[src/rtl/c_mem_port_b_loader_pkg.sv]
// Shared widths and FSM state encoding for the C_Memory port-B loader.
package c_mem_port_b_loader_pkg;

  localparam int C_ADDR_W = 10;
  localparam int C_DATA_W = 16;
  localparam int C_RD_LAT = 1;

  typedef enum logic [2:0] {
    ST_IDLE    = 3'd0,
    ST_RX_LO   = 3'd1,
    ST_RX_HI   = 3'd2,
    ST_WRITE   = 3'd3,
    ST_RD_ADDR = 3'd4,
    ST_RD_WAIT = 3'd5,
    ST_DONE    = 3'd6
  } state_e;

endpackage

[src/rtl/c_mem_port_b_loader_byte_to_word_packer.sv]
// Byte-stream handshake and little-endian packing of byte pairs into memory words.
module byte_to_word_packer
  import c_mem_port_b_loader_pkg::*;
(
  input  logic                clk,
  input  logic                rst_n,
  input  logic                in_valid,
  input  logic                in_ready,
  input  logic                hi_phase,
  input  logic [7:0]          in_data,
  output logic                byte_take,
  output logic                word_valid,
  output logic [C_DATA_W-1:0] word
);

  logic [7:0] lo_q;
  logic [7:0] lo_d;

  // The word is presented in the same cycle as the high-byte handshake so the
  // loader can register it straight onto the memory write bus.
  always_comb begin
    byte_take  = in_valid && in_ready;
    word_valid = byte_take && hi_phase;
    word       = {in_data, lo_q};
    lo_d       = lo_q;
    if (byte_take && !hi_phase) lo_d = in_data;
  end

  always_ff @(posedge clk or negedge rst_n) begin
    if (!rst_n) lo_q <= '0;
    else        lo_q <= lo_d;
  end

endmodule

[src/rtl/c_mem_port_b_loader.sv]
// Loads a byte stream into C_Memory through port B as 16-bit words, then reads
// the region back and compares running checksums.
module c_mem_port_b_loader
  import c_mem_port_b_loader_pkg::*;
#(
  parameter int ADDR_W = C_ADDR_W,
  parameter int DATA_W = C_DATA_W,
  parameter int RD_LAT = C_RD_LAT
) (
  input  logic              clk,
  input  logic              rst_n,
  input  logic              start,
  input  logic [ADDR_W-1:0] base_addr,
  input  logic [ADDR_W:0]   num_words,
  input  logic              in_valid,
  input  logic [7:0]        in_data,
  output logic              in_ready,
  output logic [ADDR_W-1:0] addr_data,
  output logic [DATA_W-1:0] data_write_b,
  output logic              save_b,
  input  logic [DATA_W-1:0] out_data,
  output logic              busy,
  output logic              done,
  output logic              pass,
  output logic [ADDR_W:0]   wr_count
);

  localparam logic [7:0] LAT_LAST = 8'(RD_LAT - 1);

  state_e state_q, state_d;
  logic [ADDR_W-1:0] base_q, base_d;
  logic [ADDR_W:0]   num_q, num_d, idx_q, idx_d, wr_count_q, wr_count_d;
  logic [DATA_W-1:0] wsum_q, wsum_d, rsum_q, rsum_d;
  logic [DATA_W-1:0] data_write_b_q, data_write_b_d;
  logic [ADDR_W-1:0] addr_data_q, addr_data_d;
  logic [7:0]        lat_q, lat_d;
  logic in_ready_q, in_ready_d, save_b_q, save_b_d;
  logic busy_q, busy_d, done_q, done_d, pass_q, pass_d;

  logic              byte_take;
  logic              word_valid;
  logic [DATA_W-1:0] word;

  byte_to_word_packer u_packer (
    .clk        (clk),
    .rst_n      (rst_n),
    .in_valid   (in_valid),
    .in_ready   (in_ready_q),
    .hi_phase   (state_q == ST_RX_HI),
    .in_data    (in_data),
    .byte_take  (byte_take),
    .word_valid (word_valid),
    .word       (word)
  );

  // Outputs are registered from the next state, so the write bus is loaded on
  // the transition into WRITE and the read address on the transition into RD_ADDR.
  always_comb begin
    state_d        = state_q;
    base_d         = base_q;
    num_d          = num_q;
    idx_d          = idx_q;
    wr_count_d     = wr_count_q;
    wsum_d         = wsum_q;
    rsum_d         = rsum_q;
    lat_d          = lat_q;
    addr_data_d    = addr_data_q;
    data_write_b_d = data_write_b_q;

    case (state_q)
      ST_IDLE, ST_DONE: begin
        if (start) begin
          base_d     = base_addr;
          num_d      = num_words;
          idx_d      = '0;
          wr_count_d = '0;
          wsum_d     = '0;
          rsum_d     = '0;
          state_d    = (num_words == '0) ? ST_DONE : ST_RX_LO;
        end
      end
      ST_RX_LO: begin
        if (byte_take) state_d = ST_RX_HI;
      end
      ST_RX_HI: begin
        if (word_valid) begin
          addr_data_d    = base_q + idx_q[ADDR_W-1:0];
          data_write_b_d = word;
          wsum_d         = wsum_q + word;
          idx_d          = idx_q + 1'b1;
          wr_count_d     = wr_count_q + 1'b1;
          state_d        = ST_WRITE;
        end
      end
      ST_WRITE: begin
        if (idx_q == num_q) begin
          idx_d       = '0;
          addr_data_d = base_q;
          state_d     = ST_RD_ADDR;
        end else begin
          state_d = ST_RX_LO;
        end
      end
      ST_RD_ADDR: begin
        lat_d   = '0;
        state_d = ST_RD_WAIT;
      end
      ST_RD_WAIT: begin
        if (lat_q == LAT_LAST) begin
          rsum_d = rsum_q + out_data;
          idx_d  = idx_q + 1'b1;
          if (idx_d == num_q) begin
            state_d = ST_DONE;
          end else begin
            addr_data_d = base_q + idx_d[ADDR_W-1:0];
            state_d     = ST_RD_ADDR;
          end
        end else begin
          lat_d = lat_q + 1'b1;
        end
      end
      default: state_d = ST_IDLE;
    endcase

    in_ready_d = (state_d == ST_RX_LO) || (state_d == ST_RX_HI);
    save_b_d   = (state_d == ST_WRITE);
    busy_d     = (state_d != ST_IDLE) && (state_d != ST_DONE);
    done_d     = (state_d == ST_DONE);
    pass_d     = done_d && (wsum_d == rsum_d);
  end

  always_ff @(posedge clk or negedge rst_n) begin
    if (!rst_n) begin
      state_q        <= ST_IDLE;
      base_q         <= '0;
      num_q          <= '0;
      idx_q          <= '0;
      wr_count_q     <= '0;
      wsum_q         <= '0;
      rsum_q         <= '0;
      lat_q          <= '0;
      addr_data_q    <= '0;
      data_write_b_q <= '0;
      in_ready_q     <= 1'b0;
      save_b_q       <= 1'b0;
      busy_q         <= 1'b0;
      done_q         <= 1'b0;
      pass_q         <= 1'b0;
    end else begin
      state_q        <= state_d;
      base_q         <= base_d;
      num_q          <= num_d;
      idx_q          <= idx_d;
      wr_count_q     <= wr_count_d;
      wsum_q         <= wsum_d;
      rsum_q         <= rsum_d;
      lat_q          <= lat_d;
      addr_data_q    <= addr_data_d;
      data_write_b_q <= data_write_b_d;
      in_ready_q     <= in_ready_d;
      save_b_q       <= save_b_d;
      busy_q         <= busy_d;
      done_q         <= done_d;
      pass_q         <= pass_d;
    end
  end

  assign in_ready     = in_ready_q;
  assign addr_data    = addr_data_q;
  assign data_write_b = data_write_b_q;
  assign save_b       = save_b_q;
  assign busy         = busy_q;
  assign done         = done_q;
  assign pass         = pass_q;
  assign wr_count     = wr_count_q;

endmodule
[config.mk]
export PLATFORM = sky130hd
export DESIGN_NAME = c_mem_port_b_loader
export DESIGN_NICKNAME = d
export VERILOG_FILES = /design/src/rtl/c_mem_port_b_loader_pkg.sv /design/src/rtl/c_mem_port_b_loader_byte_to_word_packer.sv /design/src/rtl/c_mem_port_b_loader.sv
export SDC_FILE = /design/constraint.sdc
export NUM_CORES = 1
export LEC_CHECK = 0
export ABC_AREA = 1
export CORE_UTILIZATION = 58
export DETAILED_ROUTE_END_ITERATION = 6
export PLACE_DENSITY = 0.88
export SYNTH_ARGS = -nofsm -noshare
export SYNTH_HDL_FRONTEND = slang
export SYNTH_SLANG_ARGS = --single-unit
[constraint.sdc]
create_clock -name clk -period 4 [get_ports clk]
set_input_delay 0.8 -clock clk [delete_from_list [all_inputs] [get_ports clk]]
set_output_delay 0.8 -clock clk [all_outputs]
set_load 0.005 [all_outputs]
# Word level (Yosys, flattened, before mapping)
# Index checks and enable logic that the tools add are counted.
classes:
  addsub: 7
  n_eq_ne: 20
  n_mux: 28
  reduce_logical: 22
ops:
  columns: ["op", "count"]
  rows:
  - ["$mux 16", 4]
  - ["$pmux 16 s2", 2]
  - ["$mux 11", 5]
  - ["$pmux 11 s4", 1]
  - ["$mux 10", 4]
  - ["$add 16x16->16", 2]
  - ["$pmux 10 s3", 1]
  - ["$add 11x1->11 const B", 2]
  - ["$eq 11x11->1", 2]
  - ["$pmux 11 s2", 1]
  - ["$add 10x10->10", 2]
  - ["$mux 3", 6]
  - ["$pmux 3 s6", 1]
  - ["$eq 16x16->1", 1]
  - ["$pmux 8 s2", 1]
  - ["$eq 3x2->1 const B", 4]
  - ["$eq 3x3->1 const B", 4]
  - ["$ne 2x2->1 const B", 6]
  - ["$logic_not 11->1", 1]
  - ["$reduce_and 5->1", 2]
  - ["$add 8x1->8 const B", 1]
  - ["$logic_not 8->1", 1]
  - ["$mux 8", 1]
  - ["$eq 3x1->1 const B", 2]
  - ["12 further kinds", 20]
totals:
  register_bits: 125
  inputBits: 49
  elab_cells: 93

# Longest topological paths before layout
depth:
  word_depth: 7
  depth_mapped: 19

# Modules after synthesis
# From an unflattened synthesis, not the netlist that was laid out.
hier_totals:
  hier_cells: 1186
  area_unflattened_um2: 8414.3
by_module_without_submodules:
  columns: ["mod", "n_inst", "cells_per_inst", "area_per_inst_um2"]
  rows:
  - ["c_mem_port_b_loader", 1, 1139, 7988.9]
  - ["byte_to_word_packer", 1, 47, 425.4]

# Worst setup path before layout
# Ideal clock, no wire load.
synth_timing:
  path_kind: "register -> register"
  startpoint: "register state_q[2]"
  endpoint: "register addr_data_q[8] (netlist: addr_data[8])"
  setup_time_ps: 76
  arrival_ps: 2736
  required_ps: 3924
  slack_ps: 1188
  stages_incl_launch_ff: 19
  period_less_slack_ps: 2812
  path_cell_list: "dfrtp_1 > buf_4 > inv_2 > nor2_4 > inv_2 > clkbuf_1 > clkbuf_1 > o21ai_0 > fa_1 > nand3_1 > nand2_1 > a21oi_1 > o21bai_1 > nand2_1 > nand2_1 > a21oi_1 > xnor2_1 > nor2_1 > o21ai_1"
synth_via:
  elab_chain_cells: 4
synth_rtl:
  columns: ["element", "line", "rtl"]
  rows:
  - ["start, declared", "c_mem_port_b_loader.sv:30", "state_e state_q, state_d;"]
  - ["start signal, assigned", "c_mem_port_b_loader.sv:150", "state_q <= state_d;"]
  - ["$eq 3x2->1", "c_mem_port_b_loader.sv:49, c_mem_port_b_loader.sv:70", null]
  - ["$logic_and 1x1->1", "c_mem_port_b_loader_byte_to_word_packer.sv:23", "word_valid = byte_take && hi_phase;"]
  - ["$ne 2x2->1 (no source line)", null, null]
  - ["$reduce_and 5->1 (no source line)", null, null]
  - ["end signal, assigned", "c_mem_port_b_loader.sv:158", "addr_data_q <= addr_data_d;"]
  - ["end, declared", "c_mem_port_b_loader.sv:35", "logic [ADDR_W-1:0] addr_data_q, addr_data_d;"]
# Parallel ways exist; a longest one is shown, timed or not.
# A chain may end at the register's enable or synchronous reset.

# Worst setup path after layout
layout_timing:
  startpoint: "register idx_q[0]"
  endpoint: "register addr_data_q[9] (netlist: addr_data[9])"
layout_via:
  elab_chain_cells: 5
layout_rtl:
  columns: ["element", "line", "rtl"]
  rows:
  - ["start, declared", "c_mem_port_b_loader.sv:32", "logic [ADDR_W:0] num_q, num_d, idx_q, idx_d, wr_count_q, wr_count_d;"]
  - ["start signal, assigned", "c_mem_port_b_loader.sv:153", "idx_q <= idx_d;"]
  - ["$add 11x1->11", "c_mem_port_b_loader.sv:111", "idx_d = idx_q + 1'b1;"]
  - ["$add 10x10->10", "c_mem_port_b_loader.sv:115", "addr_data_d = base_q + idx_d[ADDR_W-1:0];"]
  - ["$mux 10", "c_mem_port_b_loader.sv:112", "if (idx_d == num_q) begin"]
  - ["$mux 10", "c_mem_port_b_loader.sv:109", "if (lat_q == LAT_LAST) begin"]
  - ["$pmux 10 s3", "c_mem_port_b_loader.sv:70", "case (state_q)"]
# Parallel ways exist; a longest one is shown, timed or not. The select of a mux whose other input is x is not followed.

==> flow_results.org <==
** Finish
- The area growth from synthesis to layout is 20.0%.
- Leaving out fill and tap cells, the most frequent cell in the layout is sky130_fd_sc_hd__nand2_1.
- Fraction of final layout cells with drive strength greater than 1 :: 5.89%
- Number of diodes added for antenna fixing :: 0
- Leaving out fill and tap cells, the most frequent cells in the layout are sky130_fd_sc_hd__nand2_1, sky130_fd_sc_hd__inv_1, sky130_fd_sc_hd__dfrtp_1.
- Number of nets in the finished design :: 1339
- The finished cells cover 0.00991 sq mm.
- Leaving out filler cells and counting taps, the final layout contains 1437.
- Fillers :: 1104

** Placement
- The placed instances occupy a cell area of 0.00929 sq mm.
- Routability-driven placement finished with a final weighted congestion of 0.962.
- Buffers placed on the I/O ports in this run total 90.
- Placement Setup Slack :: 0.691 ns
- Detailed placement HPWL :: 15.4 mm
- Placed insts :: 1405

** Clock network
- Clock tree synthesis inserted a total of 17 buffers.
- After clock tree synthesis, the setup repair step added 0 buffers.
- Number of H-tree levels :: 4
- Number of instances resized during post-cts repair :: 0
- At the later pin of the worst-skew pair, clock insertion delay measures 0.42 ns.
- For this design, the CTS-stage hold fixing added 0 buffers.
- Number of buffers between clock root and the deepest sink :: 2
- TritonCTS built the clock tree.
- The tree built by TritonCTS fans out to 125 sinks.
- Clock tree synthesis selected as its root buffer the cell sky130_fd_sc_hd__clkbuf_16.
- Register clock-pin slew on the reported worst setup and hold paths :: 0.06 ns

** Global route
- met2 is the most crowded layer.
- Antenna violations before repair :: 0
- Global routing used 30.5% of the available tracks.
- First-pass GRT wire length :: 35.0 mm
- Largest net degree at the start of global routing :: 77
- Total overflow reported by the global router :: 0
- In the global route stage, met1 resource usage came out at 42.1%.
- The number of global-route vias before repair came to 7532.
- Met2 Resource Use GR :: 48.0%
- Global routing used 4.61% of the available met3 tracks.

** STA
- Setup repair after global routing left no endpoint under its margin.
- Ratio of final minimum period to clock period :: 80.7%
- In the final timing run, aggregate negative setup slack is 0 ns.
- Peak clock frequency supported by timing :: 310 MHz
- Fin crit period :: 3.23 ns
- Final worst hold slack :: 0.480 ns
- Headroom to the max-slew limit came out at 35.3%.
- Across the routed clock network, the largest skew measured is 0.00439 ns.
- Setup violations remaining at the end of the flow were counted as 0.
- The final number of max-transition violations came to 0.
- The final number of hold-violating endpoints came to 0.
- In the post-route analysis, the smallest setup slack over all paths is 0.772 ns.
- At the pin with the least slew margin, the transition time is 0.971 ns.

** Synth
- Yosys mapped a number of flops with a built-in enable equal to 0.
- Count of distinct cell types in the synthesized netlist :: 43
- Average size of a mapped cell :: 7.15 sq um
- Number of nets produced by synthesis :: 1249
- After Yosys synthesis, XOR and XNOR cells account for 3.29% of the synthesized area.
- Share of synthesized cell area in full adder, half adder and majority cells :: 7.25%
- Share of the yosys chip area belonging to registers :: 37.9%
- The most used flip-flop cell after synthesis is sky130_fd_sc_hd__dfrtp_1.
- By area, the combinational part of the netlist is dominated by simple AND/OR/NAND/NOR gates.
- The share of synthesized area in the top cell type comes to 37.9%.
- Of the total synthesized cell area, the portion taken by AND, OR, NAND and NOR gates is 31.6%.
- Leading post-synthesis cells by cell area :: sky130_fd_sc_hd__dfrtp_1, sky130_fd_sc_hd__nand2_1, sky130_fd_sc_hd__ha_1
- Complex-gate fraction of the synthesized area :: 11.8%
- After synthesis, the share of flip-flops with an asynchronous set or reset is 100%.
- Share of synthesized area spent on multiplexers :: 0%
- Counting every instance in the synthesized netlist gives 1154.
- The synthesized design contains 125 register bits.
- Of all cell types, the one taking the most synthesized area is sky130_fd_sc_hd__dfrtp_1.
- The Yosys step of the flow raised 0 warnings.
- Summing every instance area after synthesis gives 0.00825 sq mm.

** Detailed routing
- Routed WL :: 21.2 mm
- In the final routed layout, each cell accounts on average for 14.8 um.
- The final route contains 7943 vias.
- Count of nets left with antenna violations after detail routing :: 0
- Using the TritonRoute via totals, the vias-per-cell ratio works out to 5.53.
- In the routed design, unresolved DRC markers number 0.
- Number of DRC markers in iteration 0 :: 752
- The first TritonRoute pass finished after 7 iterations.

** Floorplanning
- Effective utilization at floorplan :: 59.5%
- Measured along the x axis, the die boundary spans 121 um.
- Standard-cell row count :: 43
- Vertical die dimension :: 121 um
- The die covers 0.0147 sq mm.
- Core outline area :: 0.0139 sq mm
- During I/O placement, the number of pins put on the boundary was 91.

** Worst setup path
- Number of buffer and inverter stages on the critical path :: 0
- The largest individual stage delay along the critical path comes from the cell sky130_fd_sc_hd__dfrtp_1.
- In this run the worst path has a maximum fanout of 10.
- Crit-path most repeated cell :: sky130_fd_sc_hd__nand2_1
- CP arrival :: 3.50 ns
- Element type at the critical path start :: register
- The critical path is of the reg2reg type.
- On the critical path the largest part of the delay comes from simple AND/OR/NAND/NOR gates.
- Data on the critical path is required at its endpoint by 4.28 ns.
- Walking the worst path, the cells encountered are ha_1 -> nand2_1 -> nor2_1 -> nand2_1 -> xor2_1 -> o21ai_0 -> ha_1 -> nand2_1 -> nor2_1 -> nand3_1 -> nand4_1 -> a21oi_1 -> o21ai_0 -> xor2_1 -> o21ai_1.
- Type of element capturing the critical path :: register
- For this run, the slowest stage of the critical path takes 0.58 ns.

** Run status
- Result of the run :: finished clean

** Power
- The analysis attributes to net switching a power of 0.00224 W.
- VDD sags by at most 0.387 mV.
- The analysis attributes to cell leakage a power of 5.06 nW.
- In this run, the combinational gates consume 39.5% of the power.
- Per report_power, the clock group accounts for 27.6% of the total.
- Sequential cells account for 32.9% of the total power.
- Switching Share :: 38.5%
- P_int :: 0.00358 W
- Dividing total power by cell area gives a power density of 587 mW/mm^2.

** Min path
- In this run the worst hold path is classified as reg2reg.

** Job
- Across the run, the number of max-cap violations was 0.
path summary, 6_finish.rpt:
| check | startpoint | endpoint | slack, ns | depth (start not counted) |
|---|---|---|---|---|
| worst max-delay path | idx_q[0]$_DFFE_PN0P_ | addr_data[9]$_DFFE_PN0P_ | 0.77 | 15 |
| worst min register to register | addr_data[7]$_DFFE_PN0P_ | addr_data[7]$_DFFE_PN0P_ | 0.48 | 2 |
| worst max register to register | idx_q[0]$_DFFE_PN0P_ | addr_data[9]$_DFFE_PN0P_ | 0.77 | 15 |
| min in group asynchronous | rst_n | base_q[9]$_DFFE_PN0P_ | 0.51 | 1 |
| max in group asynchronous | rst_n | data_write_b[4]$_DFFE_PN0P_ | 2.65 | 2 |
| worst min-delay path | addr_data[7]$_DFFE_PN0P_ | addr_data[7]$_DFFE_PN0P_ | 0.48 | 2 |
registers in the layout (all words and copies together) (netlist names), 3 cells and up:
register / cells
addr_data: 10
base_q: 10
data_write_b: 16
idx_q: 11
lat_q: 8
num_q: 11
rsum_q: 16
state_q: 3
u_packer.lo_q: 8
wr_count: 11
wsum_q: 16
cell usage after synthesis, types with 10 or more instances:
| cell type | instances |
|---|---|
| sky130_fd_sc_hd__inv_1 | 134 |
| sky130_fd_sc_hd__a21oi_1 | 58 |
| sky130_fd_sc_hd__dfrtp_1 | 125 |
| sky130_fd_sc_hd__nor2_1 | 74 |
| sky130_fd_sc_hd__nand3b_1 | 10 |
| sky130_fd_sc_hd__nand4_1 | 18 |
| sky130_fd_sc_hd__xor2_1 | 24 |
| sky130_fd_sc_hd__clkbuf_1 | 12 |
| sky130_fd_sc_hd__o21ai_0 | 78 |
| sky130_fd_sc_hd__nand2_1 | 381 |
| sky130_fd_sc_hd__ha_1 | 43 |
| sky130_fd_sc_hd__o21ai_1 | 13 |
| sky130_fd_sc_hd__nand3_1 | 92 |
logic make-up (layout without fill, tap and decap cells):
kind of cell	Yosys count	count (layout)
xor+xnor	31	31
compound gates	173	173
flops	125	125
fa+ha+maj	46	46
simple gates	610	610
buf+inv	169	272
worst register-to-register path, delay by kind of cell (launching register included):
kind | cells | cell delay, ns
simple gates | 7 | 0.95
compound gates | 4 | 0.43
fa+ha+maj | 2 | 0.71
flops | 1 | 0.58
xor+xnor | 2 | 0.43
per-stage QoR:
stage,total power [W],util [%]
floorplan,0.00340,-
global placement,0.00408,66.9
detailed placement,0.00415,66.9
finish,0.00581,71.4
global route,0.00620,71.4
CTS,0.00579,71.4
metal layers:
layer	vias to the layer above	part of all wire, %
met3	34	6.1
li1	3919	-
met1	3700	46
met5	-	0
met2	290	46
met4	0	2.1
power by group through the flow:
| stage | combinational, W | sequential (W) | clock [W] |
|---|---|---|---|
| 4_1_cts | 0.00228 | 0.00190 | 0.00161 |
| 6_report | 0.00230 | 0.00191 | 0.00160 |
| 5_1_grt | 0.00258 | 0.00195 | 0.00167 |
| 3_5_place_dp | 0.00224 | 0.00191 | 0 |
| 3_3_place_gp | 0.00217 | 0.00190 | 0 |
| 2_1_floorplan | 0.00156 | 0.00184 | 0 |
area by class of cell:
type / count / area [sq um] / area share (%)
multi-input combinational: 860 / 4450 / 45.0
clock inverter: 6 / 105 / 1.06
sequential: 125 / 3130 / 31.6
timing repair buffer: 96 / 943 / 9.52
tap: 180 / 225 / 2.27
inverter: 144 / 542 / 5.47
clock buffer: 26 / 509 / 5.14
No activity file was read; power rests on OpenSTA's default activity.
